[src/rtl/nibble_serial_adder.sv]
// Digit-serial WIDTH-bit adder/subtractor. A single 4-bit carry-lookahead slice is reused for
// WIDTH/4 cycles, with the carry held in a register between nibbles.
module nibble_serial_adder #(
  parameter int unsigned WIDTH = 16
) (
  input  logic             clk,
  input  logic             rst,
  input  logic             in_valid,
  output logic             in_ready,
  input  logic [WIDTH-1:0] a,
  input  logic [WIDTH-1:0] b,
  input  logic             cin,
  input  logic             sub,
  output logic             out_valid,
  input  logic             out_ready,
  output logic [WIDTH-1:0] sum,
  output logic             cout,
  output logic             overflow
);

  localparam int unsigned N    = WIDTH / 4;
  localparam int unsigned CntW = (N > 1) ? $clog2(N) : 1;
  localparam logic [CntW-1:0] LastCnt = CntW'(N - 1);

  typedef enum logic [1:0] {StIdle, StBusy, StDone} state_e;

  state_e           state_q;
  logic [WIDTH-1:0] a_q, b_q, sum_q;
  logic             carry_q;
  logic [CntW-1:0]  cnt_q;
  logic             a_msb_q, b_msb_q;
  logic             ovf_q, valid_q;

  logic [WIDTH-1:0] b_eff;
  logic [3:0]       g, p, sl_sum;
  logic [4:0]       c;
  logic [WIDTH+3:0] sum_cat;

  assign b_eff = sub ? ~b : b;

  // Carry-lookahead slice: every carry is a flat function of g, p and the registered carry.
  always_comb begin
    g    = a_q[3:0] & b_q[3:0];
    p    = a_q[3:0] ^ b_q[3:0];
    c[0] = carry_q;
    c[1] = g[0] | (p[0] & c[0]);
    c[2] = g[1] | (p[1] & g[0]) | (p[1] & p[0] & c[0]);
    c[3] = g[2] | (p[2] & g[1]) | (p[2] & p[1] & g[0]) | (p[2] & p[1] & p[0] & c[0]);
    c[4] = g[3] | (p[3] & g[2]) | (p[3] & p[2] & g[1]) | (p[3] & p[2] & p[1] & g[0])
         | (p[3] & p[2] & p[1] & p[0] & c[0]);
    sl_sum = p ^ c[3:0];
  end

  // New nibble enters at the top; the concatenation keeps this valid for WIDTH=4 too.
  assign sum_cat = {sl_sum, sum_q};

  always_ff @(posedge clk or posedge rst) begin
    if (rst) begin
      state_q <= StIdle;
      a_q     <= '0;
      b_q     <= '0;
      sum_q   <= '0;
      carry_q <= 1'b0;
      cnt_q   <= '0;
      a_msb_q <= 1'b0;
      b_msb_q <= 1'b0;
      ovf_q   <= 1'b0;
      valid_q <= 1'b0;
    end else begin
      case (state_q)
        StIdle: begin
          if (in_valid) begin
            a_q     <= a;
            b_q     <= b_eff;
            carry_q <= sub ? 1'b1 : cin;
            a_msb_q <= a[WIDTH-1];
            b_msb_q <= b_eff[WIDTH-1];
            cnt_q   <= '0;
            state_q <= StBusy;
          end
        end
        StBusy: begin
          sum_q   <= sum_cat[WIDTH+3:4];
          a_q     <= a_q >> 4;
          b_q     <= b_q >> 4;
          carry_q <= c[4];
          cnt_q   <= cnt_q + 1'b1;
          if (cnt_q == LastCnt) begin
            state_q <= StDone;
            valid_q <= 1'b1;
            ovf_q   <= (a_msb_q == b_msb_q) && (sl_sum[3] != a_msb_q);
          end
        end
        StDone: begin
          if (out_ready) begin
            valid_q <= 1'b0;
            state_q <= StIdle;
          end
        end
        default: state_q <= StIdle;
      endcase
    end
  end

  assign in_ready  = (state_q == StIdle);
  assign out_valid = valid_q;
  assign sum       = sum_q;
  assign cout      = carry_q;
  assign overflow  = ovf_q;

endmodule
[config.mk]
export PLATFORM = sky130hd
export DESIGN_NAME = nibble_serial_adder
export DESIGN_NICKNAME = d
export VERILOG_FILES = /design/src/rtl/nibble_serial_adder.sv
export SDC_FILE = /design/constraint.sdc
export NUM_CORES = 1
export LEC_CHECK = 0
export ABC_AREA = 1
export CAP_MARGIN = 40
export CELL_PAD_IN_SITES_DETAIL_PLACEMENT = 1
export CELL_PAD_IN_SITES_GLOBAL_PLACEMENT = 2
export CORE_MARGIN = 2
export CORE_UTILIZATION = 31
export DETAILED_ROUTE_END_ITERATION = 16
export GPL_ROUTABILITY_DRIVEN = 0
export PLACE_DENSITY = 0.83
export SKIP_CTS_REPAIR_TIMING = 1
export SYNTH_ARGS = -nofsm -noshare
export SYNTH_HDL_FRONTEND = slang
export SYNTH_SLANG_ARGS = --single-unit
[constraint.sdc]
create_clock -name clk -period 2.4 [get_ports clk]
set_input_delay 0.48 -clock clk [delete_from_list [all_inputs] [get_ports clk]]
set_output_delay 0.48 -clock clk [all_outputs]
set_load 0.05 [all_outputs]
==> results.md, run 1 <==
- Outcome: completed
- # diodes: 0
- Cells after Synth: 278
- Vias: 2116
- Logic pwr share: 52.8%
- Main combinational cell family by area after synthesis: simple AND/OR/NAND/NOR gates
- CP endpoint kind: primary output
- Syn Area/Cell: 9.73 um2
- GR Util All Layers: 14.8%
- Asr flop ratio synth: 100%
- Average vias per placed instance: 4.74
- Hold Vio Cnt, Final: 0
- Hold WS: 478 ps
- Top cell type's share of synthesized area: 52.7%
- Worst Hold End: sum[3]$_DFFE_PP0N_
- Bufs on Longest Clock Path: 2
- Mux cell area share after synthesis: 0%
- Vias in the first global route: 2191
- Max Cap Viol: 0
- Complex-gate fraction of the synthesized area: 13.2%
- Ports: 58
- RSZ-0062 raised after global routing: false
- Critical R2R Launch: a_q[2]$_DFFE_PP0P_
- First-pass GRT wire length: 11100 um
- Most frequent cell after synthesis: nand2_1
- Residual DRC: 0
- Core area: 8590 um2
- Clock Sinks: 57
- Fin nets: 379
- Initial antenna violation count: 0
- Initial DRC count: 64
- Post-Syn Nets: 322
- Routed wire length: 6360 um
- Mapped cell area: 2710 um2
- Overflow after GRT: 0
- Synth Warn #: 0
- Fmax achieved: 0.446 GHz
- Initial Utilization: 31.5%
- Pwr dens: 1510 nW/um2
- P_sw: 2.41 mW
- Setup TNS: 0 ps
- Post-synth top cells: nand2_1, dfrtp_1, nor2_1, inv_1, xnor2_1
- Slew at the pin with the worst max-slew slack: 509 ps
- Min-delay worst type: reg2reg
- Share of cells above drive strength 1: 8.88%
- Pre-antenna DRT Iters: 4
- Min Tclk post-route: 2240 ps
- Synth unique cells: 32
- Die width: 97.4 um
- Worst r2r dst: cout$_DFFE_PP0P_
- Kind of critical path: reg2out
- Clock transition at path regs: 60 ps
- Synthesis-to-layout area growth: 29.4%
- Clock tree from TritonCTS: built
- Top_reg_cell synth: dfrtp_1
- Setup violations, final: 0
- Die area: 9490 um2
- Crit Path Max Fanout: 4
- H-tree depth: 3
- Post-DP HPWL: 4320 um
- Final worst-path cycle share: 93.4%
- Clock power share: 14.6%
- Largest net degree at the start of global routing: 58
- Crit start category: flop
- Fillers: 978
- Die Y: 97.4 um
- Root Driver: clkbuf_8
- IO Port Bufs: 57
- Hold path depth: 2
- Worst Path Required: 1920 ps
- Worst slew margin: 66.0%
- Part of the power in registers: 32.6%
- Synth Area in XOR/XNOR: 5.50%
- CTS buffer count: 9
- Wire per inst: 14.3 um
- Simple-gate share of the synthesized area: 18.8%
- ANT nets after route: 0
- Peak supply drop: 0.440 mV
- EDFF count, synth: 0
- Area leader, netlist: dfrtp_1
- Leakage Power: 1.56 nW
- Number of synthesized register bits: 57
- # rows: 34
- Worst Skew: 6.20 ps
- Net Sw Frac: 45.6%
- Slew Limit Fails: 0
- Post-synthesis sequential area ratio: 52.7%
- P_int: 2.88 mW
- Worst Hold Launch: sum[3]$_DFFE_PP0N_
- Clk_lat worst skew: 330 ps
- R2R cell count: 8
- Ranking of synthesized cells by area: dfrtp_1, nand2_1, xnor2_1, nor2_1, o221a_2
- Flop2flop setup slack: 720 ps
- Worst EP arrival: 1760 ps
- Adder-cell area share of the yosys netlist: 3.05%
==> metal layers <==
metal | up-vias | routed length [um] | GRT usage, %
met5 | - | 0 | 0
met4 | 0 | 139 | 6.94
met3 | 12 | 270 | 3.17
met2 | 52 | 2930 | 22.5
met1 | 1021 | 3020 | 20.1
li1 | 1031 | - | -
==> logic make-up after synthesis <==
family,Yosys count
simple gates,122
buf+inv,32
fa+ha+maj,6
compound gates,44
flops,57
xor+xnor,17
==> stage by stage <==
stage / utilization (%) / instances / setup WS, ps / power (mW) / cell area [um2]
4_1_cts: 40.7 / 446 / 127 / 5.39 / 3500
3_5_place_dp: 38.8 / 432 / 485 / 4.59 / 3340
2_1_floorplan: - / 278 / 520 / 3.85 / 2710
6_report: 40.7 / 446 / 159 / 5.29 / 3500
5_1_grt: 40.7 / 446 / 110 / 5.75 / 3500
3_3_place_gp: 38.8 / 432 / 515 / 4.48 / 3340
==> worst max-delay path, cell delays in order (launching register included) <==
cell	delay (ps)
dfrtp_1	440
nor2_2	160
clkdlybuf4s50_1	830
==> power groups by stage <==
stage | combinational (mW) | sequential [mW] | clock (mW)
after floorplan | 1.70 | 2.15 | 0
final | 2.79 | 1.73 | 0.771
after CTS | 2.85 | 1.73 | 0.804
after detailed placement | 2.84 | 1.74 | 0
after global placement | 2.75 | 1.73 | 0
after global routing | 3.12 | 1.79 | 0.835
==> final cells by class <==
type                       instances  area, um2  share of cell area [%]
clock buffer                      14        163                    4.65
inverter                          18       72.6                    2.07
sequential                        57       1430                    40.8
multi-input combinational        189       1100                    31.4
tap                              108        135                    3.86
timing repair buffer              60        606                    17.3
==> registers in the layout (all words and copies together), names as in the netlist <==
name,cells
a_msb_q,1
a_q,16
b_msb_q,1
b_q,16
cnt_q,2
cout,1
out_valid,1
overflow,1
state_q,2
sum,16
==> worst max-delay path by stage <==
stage,to,start
after floorplan,a_msb_q$_DFFE_PP0P_,rst
after global placement,in_ready,state_q[0]$_DFFE_PP0P_
after detailed placement,b_q[8]$_DFFE_PP0P_,in_valid
after CTS,in_ready,state_q[0]$_DFFE_PP0P_
after global routing,in_ready,state_q[0]$_DFFE_PP0P_
final,in_ready,state_q[0]$_DFFE_PP0P_
==> placed cells by master, fill, tap and decap left out, drive strengths merged <==
cell and n:
a211oi 1, a21oi 1, a22o 4, buf 3
clkbuf 14, clkdlybuf4s50 57, dfrtp 57, fa 1
ha 5, inv 18, nand2 92, nand3 6
nand3b 1, nand4 1, nor2 20, nor3 1
o211ai 6, o21ai 10, o221a 11, o221ai 6
o22ai 4, o31ai 1, or2 1, xnor2 15
xor2 2
Power figures use the tool's default switching activity.
==> inputs of run 2 (changes only) <==
Settings changed: CTS_CLUSTER_SIZE set to 40, REMOVE_ABC_BUFFERS set to 1.
==> run 2 against run 1 <==
Net effect: utilization is 0.31 points higher; clock skew barely moved; clock power rose by 13%; largest power group unchanged; critical path type unchanged.
==> results.md, run 2 (same netlist as run 1, synthesis figures left out) <==
- Min-delay worst type: reg2reg
- First-pass GRT wire length: 10600 um
- Worst Hold Launch: sum[1]$_DFFE_PP0N_
- Worst r2r dst: overflow$_DFFE_PP0P_
- CP endpoint kind: primary output
- Critical R2R Launch: a_q[2]$_DFFE_PP0P_
- Max Cap Viol: 0
- Worst Skew: 5.86 ps
- Overflow after GRT: 0
- Worst slew margin: 65.0%
- Peak supply drop: 0.410 mV
- Min Tclk post-route: 2240 ps
- Clk_lat worst skew: 330 ps
- Bufs on Longest Clock Path: 2
- Hold Vio Cnt, Final: 0
- Flop2flop setup slack: 750 ps
- CP max stage delay: 830 ps
- Final worst-path cycle share: 93.2%
- Initial antenna violation count: 0
- CP Cell Sequence: nor2_2, clkdlybuf4s50_1
- Slew Limit Fails: 0
- Die width: 97.4 um
- Clock tree from TritonCTS: built
- Share of cells above drive strength 1: 9.41%
- H-tree depth: 3
- Ports: 58
- Kind of critical path: reg2out
- Die area: 9490 um2
- Worst Hold End: sum[1]$_DFFE_PP0N_
- Clock transition at path regs: 60 ps
- Fmax achieved: 0.447 GHz
- CTS buffer count: 9
- Outcome: completed
- ANT nets after route: 0
- Commonest non-fill, non-tap cells in the layout: nand2_1, dfrtp_1, clkdlybuf4s50_1, nor2_1, xnor2_1
- Critical path's slowest cell: clkdlybuf4s50_1
- Pwr dens: 1520 nW/um2
- R2R cell count: 9
- Average vias per placed instance: 4.65
- Post-Layout Cell Count: 448
- Leakage Power: 1.58 nW
- Synthesis-to-layout area growth: 30.3%
- Setup violations, final: 0
- Fin area: 3530 um2
- Vias: 2083
- Crit path from: state_q[0]$_DFFE_PP0P_
- Crit start category: flop
- Setup TNS: 0 ps
- GR Util All Layers: 13.9%
- RSZ-0062 raised after global routing: false
- Cell area after placement: 3340 um2
- Crit Path Max Fanout: 4
- Pre-antenna DRT Iters: 4
- Initial DRC count: 75
- Clock Sinks: 57
- Largest net degree at the start of global routing: 58
- Vias in the first global route: 2149
- Leading cell type in the layout, fill and taps excluded: nand2_1
- Fin nets: 379
- Post-DP HPWL: 4150 um
- Core area: 8590 um2
- Wire per inst: 13.8 um
- Root Driver: clkbuf_8
- Die Y: 97.4 um
- Dpl cells: 432
- Initial Utilization: 31.5%
- # diodes: 0
- Routed wire length: 6200 um
- Hold path depth: 2
- Worst Path Required: 1920 ps
- Residual DRC: 0
- # rows: 34
- IO Port Bufs: 57
- Slew at the pin with the worst max-slew slack: 524 ps
- Worst EP arrival: 1760 ps
[run 2: cell count changes in the layout (fill, tap and decap cells not counted)]
| cell | change |
|---|---|
| clkinv_2 | +2 |
| clkbuf_8 | -1 |
| bufinv_16 | +1 |
[run 2: stage by stage]
stage	setup slack, ps	power (mW)	hold slack (ps)	util (%)
after floorplan	520	3.66	442	-
after global placement	520	4.46	461	38.8
after detailed placement	491	4.56	474	38.8
after CTS	134	5.47	488	41.0
after global routing	83.9	5.82	507	41.0
final	162	5.37	479	41.0
[run 2: worst max-delay path: cells and delay by family (launching register included)]
family	cells	cell delay, ps
buffers and inverters	1	830
and+or+nand+nor	1	160
DFF	1	440
[run 2: worst max-delay path by stage]
| stage | endpoint | slack, ps | depth (start not counted) |
|---|---|---|---|
| 2_1_floorplan | a_msb_q$_DFFE_PP0P_ | 520 | 1 |
| 3_3_place_gp | in_ready | 520 | 2 |
| 3_5_place_dp | b_q[7]$_DFFE_PP0P_ | 490 | 6 |
| 4_1_cts | in_ready | 130 | 2 |
| 5_1_grt | in_ready | 80 | 2 |
| 6_report | in_ready | 160 | 2 |
[run 2: layer usage]
metal / track usage (%) / part of all wire [%] / vias to the layer above / routed length [um]
met3: 4.60 / 4.4 / 7 / 271
li1: - / - / 1041 / -
met4: 3.21 / 1.0 / 0 / 62
met1: 18.6 / 49 / 988 / 3040
met2: 22.2 / 46 / 47 / 2830
met5: 0 / 0 / - / 0
[run 2: cell type report]
| type | instances | area (um2) |
|---|---|---|
| fill | 995 | 5070 |
| sequential | 57 | 1430 |
| inverter | 18 | 72.6 |
| clock buffer | 13 | 149 |
| clock inverter | 3 | 40.0 |
| tap | 108 | 135 |
| multi-input combinational | 189 | 1100 |
| timing repair buffer | 60 | 606 |
[run 2: power by group]
part	switching (mW)	internal, mW
logic	1.76	1.02
registers	0.284	1.44
clock network	0.363	0.506
==> inputs of run 3 (changes only) <==
Settings changed: SLEW_MARGIN set to 20.
==> results of run 3 <==
Same layout as run 2: the final DEF is identical, and so are final timing and power.
